### src/rtl/egg_countdown.sv
// egg_countdown: MM:SS BCD digit datapath for an egg timer.
// Set mode increments seconds or minutes on each press of inc.
// Starting mode counts down once per tick and stops at 00:00.
// Flashing mode can blink the display.
// Optional feature: define EGG_COUNTDOWN_BLINK_EN to make blank toggle on each
// tick while flashing. When it is undefined, blank is tied low and no blink
// register exists.
module egg_countdown #(
  parameter int MAX_MIN = 59
) (
  input  logic       clk,
  input  logic       reset,
  input  logic       isInit,
  input  logic       isSecond,
  input  logic       isMinute,
  input  logic       isStarting,
  input  logic       isStopping,
  input  logic       isFlashing,
  input  logic       inc,
  input  logic       tick,
  output logic [3:0] min_tens,
  output logic [3:0] min_ones,
  output logic [3:0] sec_tens,
  output logic [3:0] sec_ones,
  output logic       isZero,
  output logic       blank
);

  // The highest settable minute value, split into its two BCD digits.
  localparam logic [3:0] MAX_TENS = 4'(MAX_MIN / 10);
  localparam logic [3:0] MAX_ONES = 4'(MAX_MIN % 10);

  // The effective mode after the flag priority has been resolved.
  typedef enum logic [2:0] {
    MODE_HOLD,
    MODE_INIT,
    MODE_SEC,
    MODE_MIN,
    MODE_START,
    MODE_FLASH
  } mode_t;

  mode_t      mode;
  logic       inc_q;
  logic       inc_rise;
  logic [3:0] min_tens_d;
  logic [3:0] min_ones_d;
  logic [3:0] sec_tens_d;
  logic [3:0] sec_ones_d;

  // Count one press per rising edge of inc, so a button held down across a mode
  // change does not count.
  assign inc_rise = inc & ~inc_q;

  // isZero comes straight from the digit registers and has no added latency.
  assign isZero = (min_tens == 4'd0) && (min_ones == 4'd0) &&
                  (sec_tens == 4'd0) && (sec_ones == 4'd0);

  // Resolve the flags: init > second > minute > starting > flashing.
  // Stopping, or no flag at all, holds the digits.
  always_comb begin
    mode = MODE_HOLD;
    if (isInit)          mode = MODE_INIT;
    else if (isSecond)   mode = MODE_SEC;
    else if (isMinute)   mode = MODE_MIN;
    else if (isStarting) mode = MODE_START;
    else if (isFlashing) mode = MODE_FLASH;
    else if (isStopping) mode = MODE_HOLD;
  end

  // Compute the next digit values for the current mode.
  always_comb begin
    // NOTE: each next-state value gets a default first, so no path can infer a latch.
    min_tens_d = min_tens;
    min_ones_d = min_ones;
    sec_tens_d = sec_tens;
    sec_ones_d = sec_ones;
    case (mode)
      MODE_INIT: begin
        min_tens_d = 4'd0;
        min_ones_d = 4'd0;
        sec_tens_d = 4'd0;
        sec_ones_d = 4'd0;
      end
      MODE_SEC: begin
        // Seconds wrap from 59 to 00. There is no carry into the minutes.
        if (inc_rise) begin
          if (sec_ones == 4'd9) begin
            sec_ones_d = 4'd0;
            sec_tens_d = (sec_tens == 4'd5) ? 4'd0 : sec_tens + 4'd1;
          end else begin
            sec_ones_d = sec_ones + 4'd1;
          end
        end
      end
      MODE_MIN: begin
        // Minutes wrap from MAX_MIN to 00. The seconds do not change.
        if (inc_rise) begin
          if ((min_tens == MAX_TENS) && (min_ones == MAX_ONES)) begin
            min_tens_d = 4'd0;
            min_ones_d = 4'd0;
          end else if (min_ones == 4'd9) begin
            min_ones_d = 4'd0;
            min_tens_d = min_tens + 4'd1;
          end else begin
            min_ones_d = min_ones + 4'd1;
          end
        end
      end
      MODE_START: begin
        // Subtract one second, borrowing through the BCD digits.
        // The count stays at 00:00 once it gets there.
        if (tick && !isZero) begin
          if (sec_ones != 4'd0) begin
            sec_ones_d = sec_ones - 4'd1;
          end else begin
            sec_ones_d = 4'd9;
            if (sec_tens != 4'd0) begin
              sec_tens_d = sec_tens - 4'd1;
            end else begin
              sec_tens_d = 4'd5;
              if (min_ones != 4'd0) begin
                min_ones_d = min_ones - 4'd1;
              end else begin
                min_ones_d = 4'd9;
                min_tens_d = min_tens - 4'd1;
              end
            end
          end
        end
      end
      default: begin
        // Hold and flashing leave the digits unchanged.
      end
    endcase
  end

  // Digit and press-edge registers.
  always_ff @(posedge clk) begin
    // NOTE: the reset is synchronous and clears every state bit. There is no memory array, so nothing is left unreset.
    if (reset) begin
      min_tens <= 4'd0;
      min_ones <= 4'd0;
      sec_tens <= 4'd0;
      sec_ones <= 4'd0;
      inc_q    <= 1'b0;
    end else begin
      // NOTE: non-blocking assignments make every register sample the values from before the edge.
      min_tens <= min_tens_d;
      min_ones <= min_ones_d;
      sec_tens <= sec_tens_d;
      sec_ones <= sec_ones_d;
      inc_q    <= inc;
    end
  end

`ifdef EGG_COUNTDOWN_BLINK_EN
  logic blank_q;

  // Toggle blank on each tick while flashing. Clear it in every other mode,
  // so each flashing period starts with the display visible.
  always_ff @(posedge clk) begin
    if (reset) begin
      blank_q <= 1'b0;
    end else if (mode != MODE_FLASH) begin
      blank_q <= 1'b0;
    end else if (tick) begin
      blank_q <= ~blank_q;
    end
  end

  assign blank = blank_q;
`else
  assign blank = 1'b0;
`endif

endmodule

### config.mk
export PLATFORM = sky130hd
export DESIGN_NAME = egg_countdown
export DESIGN_NICKNAME = d
export VERILOG_FILES = /design/src/rtl/egg_countdown.sv
export SDC_FILE = /design/constraint.sdc
export NUM_CORES = 1
export LEC_CHECK = 0
export ABC_AREA = 0
export BUFFER_PORTS_ARGS = -buffer_cell sky130_fd_sc_hd__buf_2
export CORE_MARGIN = 2
export CORE_UTILIZATION = 50
export CTS_CLUSTER_DIAMETER = 80
export DETAILED_ROUTE_END_ITERATION = 10
export HOLD_SLACK_MARGIN = 0.03
export PLACE_DENSITY_LB_ADDON = 0.15
export SKIP_LAST_GASP = 1
export SYNTH_ARGS = -nofsm -noshare
export SYNTH_HDL_FRONTEND = slang
export SYNTH_SLANG_ARGS = --single-unit
### constraint.sdc
create_clock -name clk -period 2.1 [get_ports clk]
set_input_delay 0.105 -clock clk [delete_from_list [all_inputs] [get_ports clk]]
set_output_delay 0.105 -clock clk [all_outputs]
set_load 0.05 [all_outputs]
; Yosys cells after proc, flatten, opt, wreduce, memory -nomap -nowiden
; Index checks and enable logic that the tools add are counted.
; Widths: inputs -> output; s select.
[classes]
n_addsub = 8
mul = 0
div_mod_pow = 0
magnitude_cmp = 0
eq_ne = 16
n_shift = 0
mux = 33
n_bitwise = 2
n_reduce_logical = 19
[ops]
columns = op, count
row1 = $mux 4, 24
row2 = $pmux 4 s3, 4
row3 = $add 4x1->4 const B, 4
row4 = $logic_not 4->1, 4
row5 = $sub 4x1->4 const B, 4
row6 = $mux 3, 5
row7 = $ne 2x2->1 const B, 7
row8 = $reduce_bool 4->1, 3
row9 = $reduce_and 5->1, 2
row10 = $eq 4x3->1 const B, 2
row11 = $eq 4x4->1 const B, 2
row12 = $reduce_and 7->1, 1
row13 = $eq 3x2->1 const B, 2
row14 = $reduce_bool 3->1, 2
row15 = $logic_and 1x1->1, 5
row16 = $eq 3x1->1 const B, 1
row17 = $eq 3x3->1 const B, 1
row18 = $ne 3x3->1 const B, 1
row19 = $reduce_and 3->1, 1
row20 = $and 1x1->1, 1
row21 = $logic_not 1->1, 1
row22 = $not 1->1, 1
[totals]
regBits = 17
latch_bits = 0
ramBits = 0
romBits = 0
in_bits = 10
output_inout_bits = 18
elab_cells = 83
n_memories = 0

; Longest topological paths before layout
[logic_depth]
depth_word = 8
ltp_mapped = 8

; Worst setup path before layout
; Ideal clock, no wire load.
[synth_timing]
path_kind = flip-flop to flip-flop
from = register min_ones[0]
to = register sec_tens[1]
arrival_ps = 2615
t_required_ps = 1982
setup_slack_ps = -633
stages_incl_launch_ff = 8
n_path_buf = 0
cell_sequence = dfxtp_1 -> inv_1 -> ha_1 -> or3b_4 -> nor4_4 -> o21ai_0 -> a21oi_1 -> nor3_1
[synth_via]
elab_chain_len = 8
[synth_rtl]
columns = item, line_no
row1 = "start, declared", 22  ; output logic [3:0] min_ones,
row2 = "start signal, assigned", 150  ; min_ones <= min_ones_d;
row3 = $logic_not 4->1, 56  ; assign isZero = (min_tens == 4'd0) && (min_ones == 4'd0) &&
row4 = $logic_and 1x1->1 (2 in a row), 56
row5 = $logic_and 1x1->1, 57  ; (sec_tens == 4'd0) && (sec_ones == 4'd0);
row6 = net isZero, 25  ; output logic isZero,
row7 = $logic_not 1->1, 113  ; if (tick && !isZero) begin
row8 = $logic_and 1x1->1, 113
row9 = $ne 2x2->1 (no source line), -
row10 = $reduce_and 5->1 (no source line), -
row11 = "end signal, assigned", 151  ; sec_tens <= sec_tens_d;
row12 = "end, declared", 23  ; output logic [3:0] sec_tens,
; The timed path passes the listed nets, and every way through them passes these cells.
; A chain may end at the register's enable or synchronous reset.

; Worst setup path in the final report
[layout_timing]
from = register sec_ones[0]
to = register sec_tens[2]
[layout_via]
elab_chain_len = 6
[layout_rtl]
columns = item, line_no
row1 = "start, declared", 24  ; output logic [3:0] sec_ones,
row2 = "start signal, assigned", 152  ; sec_ones <= sec_ones_d;
row3 = $logic_not 4->1, 57
row4 = $logic_and 1x1->1, 57
row5 = $logic_not 1->1, 113
row6 = $logic_and 1x1->1, 113
row7 = $ne 2x2->1 (no source line), -
row8 = $reduce_and 5->1 (no source line) (*), -
; Every way passes the cells marked *; elsewhere a longest branch is shown, timed or not.

==> results.md <==
* Status: finished clean
* Worst setup SP type: flop
* Power Density at slightly above 500 nW/µm²
* # setup viols final at 0
* Final Power at 917 µW
* WP data required at between 2 and 2.5 ns
* Final Cell Area at 1810 µm²
* Syn Area/Cell at 8.35 µm²
* Most frequent cells after synthesis: dfxtp_1, a21oi_1, ha_1, inv_1, nor2_1
* VDD IR max at 0.264 mV
* Routed wire length at 3700 µm
* First-pass GRT wire length at 6560 µm
* RSZ-0062 raised after global routing: yes
* CTS Buffer Depth at 2
* Fin. Hold Viols at 0
* Top FF cell, synth: dfxtp_1
* Hold_sp: reset
* Worst r2r src: sec_ones[0]
* Routed length per instance at 15.0 µm
* Arr. time, crit path at 2.26 ns
* # rows at 20
* Nets at 238
* Yosys reg bits at 17
* Worst path cell trace: inv_1, ha_4, or3b_4, nor4_4, o21a_2, or3_2, a211oi_2
* DRC at 0
* Die Height at about 60 µm
* Seq/Total Area, Yosys at 22.3%
* Initial antenna violation count at 0
* Congestion Overflow GR at 0
* P_leak at around 0.7 nW
* Worst Setup SP: sec_ones[0]
* Vias at 1,512
* Synth area leaders: dfxtp_1, ha_1, a21oi_1
* Setup Buffers After CTS at 0
* Fmax at slightly below 500 MHz
* Placed inst area at 1760 µm²
* Die W at 59.3 µm
* Initial core utilization at 51.3%
* CTS tree: built
* 1st-pass router iterations at 4
* Clk slew on worst S/H paths at 0.11 ns
* Final min period at 2.02 ns
* Boundary Pins at 28
* Share of the synthesized area in the top cell type at 22.3%
* Most numerous cell in the Yosys netlist: dfxtp_1
* Clk sinks at 17
* H-tree levels at 1
* Post-route setup TNS at 0 ns
* Die area at 3510 µm²
* Core footprint at around 3000 µm²
* Fin crit share at 96.4%
* CTS root buf: clkbuf_4
* Syn nets at 206
* Clock insertion delay at the later pin of the skew report at about 0.3 ns
* CP Capture Type: flop
* Total GRT Usage at 23.9%
* Crit-path max FO at 11
* TritonCTS buffer count at 3
* Worst path slowest cell: or3_2
* Fin. max-slew vios at 0
* Initial drt markers at 93
* Crit Path Class: reg -> reg
* Cell taking the most area after synthesis: dfxtp_1
* GP Congestion at 0.851
* Cells after Synth at 183
* Yosys warning count at 0
* Share of layout cells above drive strength 1 at 35.5%
* Vias in the first global route at 1,469
* Yosys cell types at 58
* Port Buffers at 24
* Post-synth EDFFs at 0
* Final clock skew at ~0.0041 ns
* Pin count of the biggest net entering global routing at 18
* Max-cap viol count at 0
* Slowest stage delay, CP at between 0.4 and 0.5 ns
* Post-detail-place hpwl at 2790 µm
* Async set-reset flop share out of synthesis at 0%
* Synthesized cell area at 1530 µm²
* Area grow syn2layout at 18.8%
* Hold WC Path Type: in -> reg
* Antenna Nets Post-Route at 0
* Diodes inserted at 0
* DR vias/cell at 6.12
metrics by stage:
stage               setup WS (ns)  util (%)  cells  hold WS (ns)
finish                     0.0755      60.9    247         0.195
global route              -0.0533      60.9    247         0.205
CTS                        0.0488      60.5    247         0.201
detailed placement         0.0914      59.2    242         0.338
global placement            0.120      59.2    242         0.335
floorplan                  -0.260         -    183         0.233
power breakdown:
part / internal, mW / leakage, nW / switching (mW)
Sequential: 0.337 / 0.144 / 0.0266
Clock: 0.0742 / 0.0150 / 0.118
Combinational: 0.141 / 0.558 / 0.219
Total: 0.552 / 0.717 / 0.364
worst paths after layout:
check / endpoint / cells past startpoint / slack [ns]
max: sec_tens[2] / 7 / 0.08
min: inc_q / 2 / 0.20
max reg2reg: sec_tens[2] / 7 / 0.08
min reg2reg: min_tens[0] / 2 / 0.54
worst max-delay path, delay by kind of cell (launching register included):
family / cells / cell delay (ns)
simple gates: 3 / 0.81
flops: 1 / 0.40
fa+ha+maj: 1 / 0.18
compound gates: 2 / 0.49
buf+inv: 1 / 0.08
placed cells by master, fill, tap and decap left out, types with 3 or more instances in the layout:
cell type	count
a31oi_1	4
dfxtp_4	7
nand2_1	9
buf_2	23
and2b_2	3
or3b_4	4
buf_4	11
o21ai_1	3
a211oi_1	3
o211ai_1	4
ha_1	11
o22ai_1	4
nor3_1	8
nor2_1	10
a21oi_1	16
nand3_1	6
inv_1	9
or3_1	3
o21ai_0	6
dfxtp_1	8
clkbuf_4	3
flip-flops by register name, indices dropped and copies added (netlist names):
name	cells
sec_tens	4
inc_q	1
min_tens	4
sec_ones	4
min_ones	4
kinds of logic (layout without fill, tap and decap cells):
logic type               after synthesis  count (layout)  share of synthesized area [%]
flip-flops                            17              17                           22.3
AND/OR/NAND/NOR                       62              62                           25.3
AO/OA/AOI/OAI                         69              69                           34.0
other                                  1               1                          0.245
adder cells (fa/ha/maj)               13              13                           10.6
buffers and inverters                 21              52                           7.53
area by class of cell:
type / instances / area (µm²)
fillers: 265 / 1160
clock buffers: 4 / 26.3
inverters: 13 / 53.8
flip-flops and latches: 17 / 369
repair buffers: 35 / 208
well taps: 33 / 41.3
multi-input cells: 145 / 1120
timing repair:
action / in CTS / in global routing
endpoints found under the hold margin: 1 / 0
endpoints found under the setup margin: 1 / 13
pin swaps: 0 / 1
hold buffers: 1 / 0
cloned: 0 / 0
resized for setup: 1 / 2
metal layers:
layer	share of wire (%)	wire [µm]	track usage (%)	up-vias
met5	0	0	0	-
met4	2.5	91	11.7	0
met3	4.3	159	3.06	11
met2	49	1810	41.9	39
met1	44	1640	28.5	704
li1	-	-	-	758
Note: power is estimated with default switching activity, not from simulation.
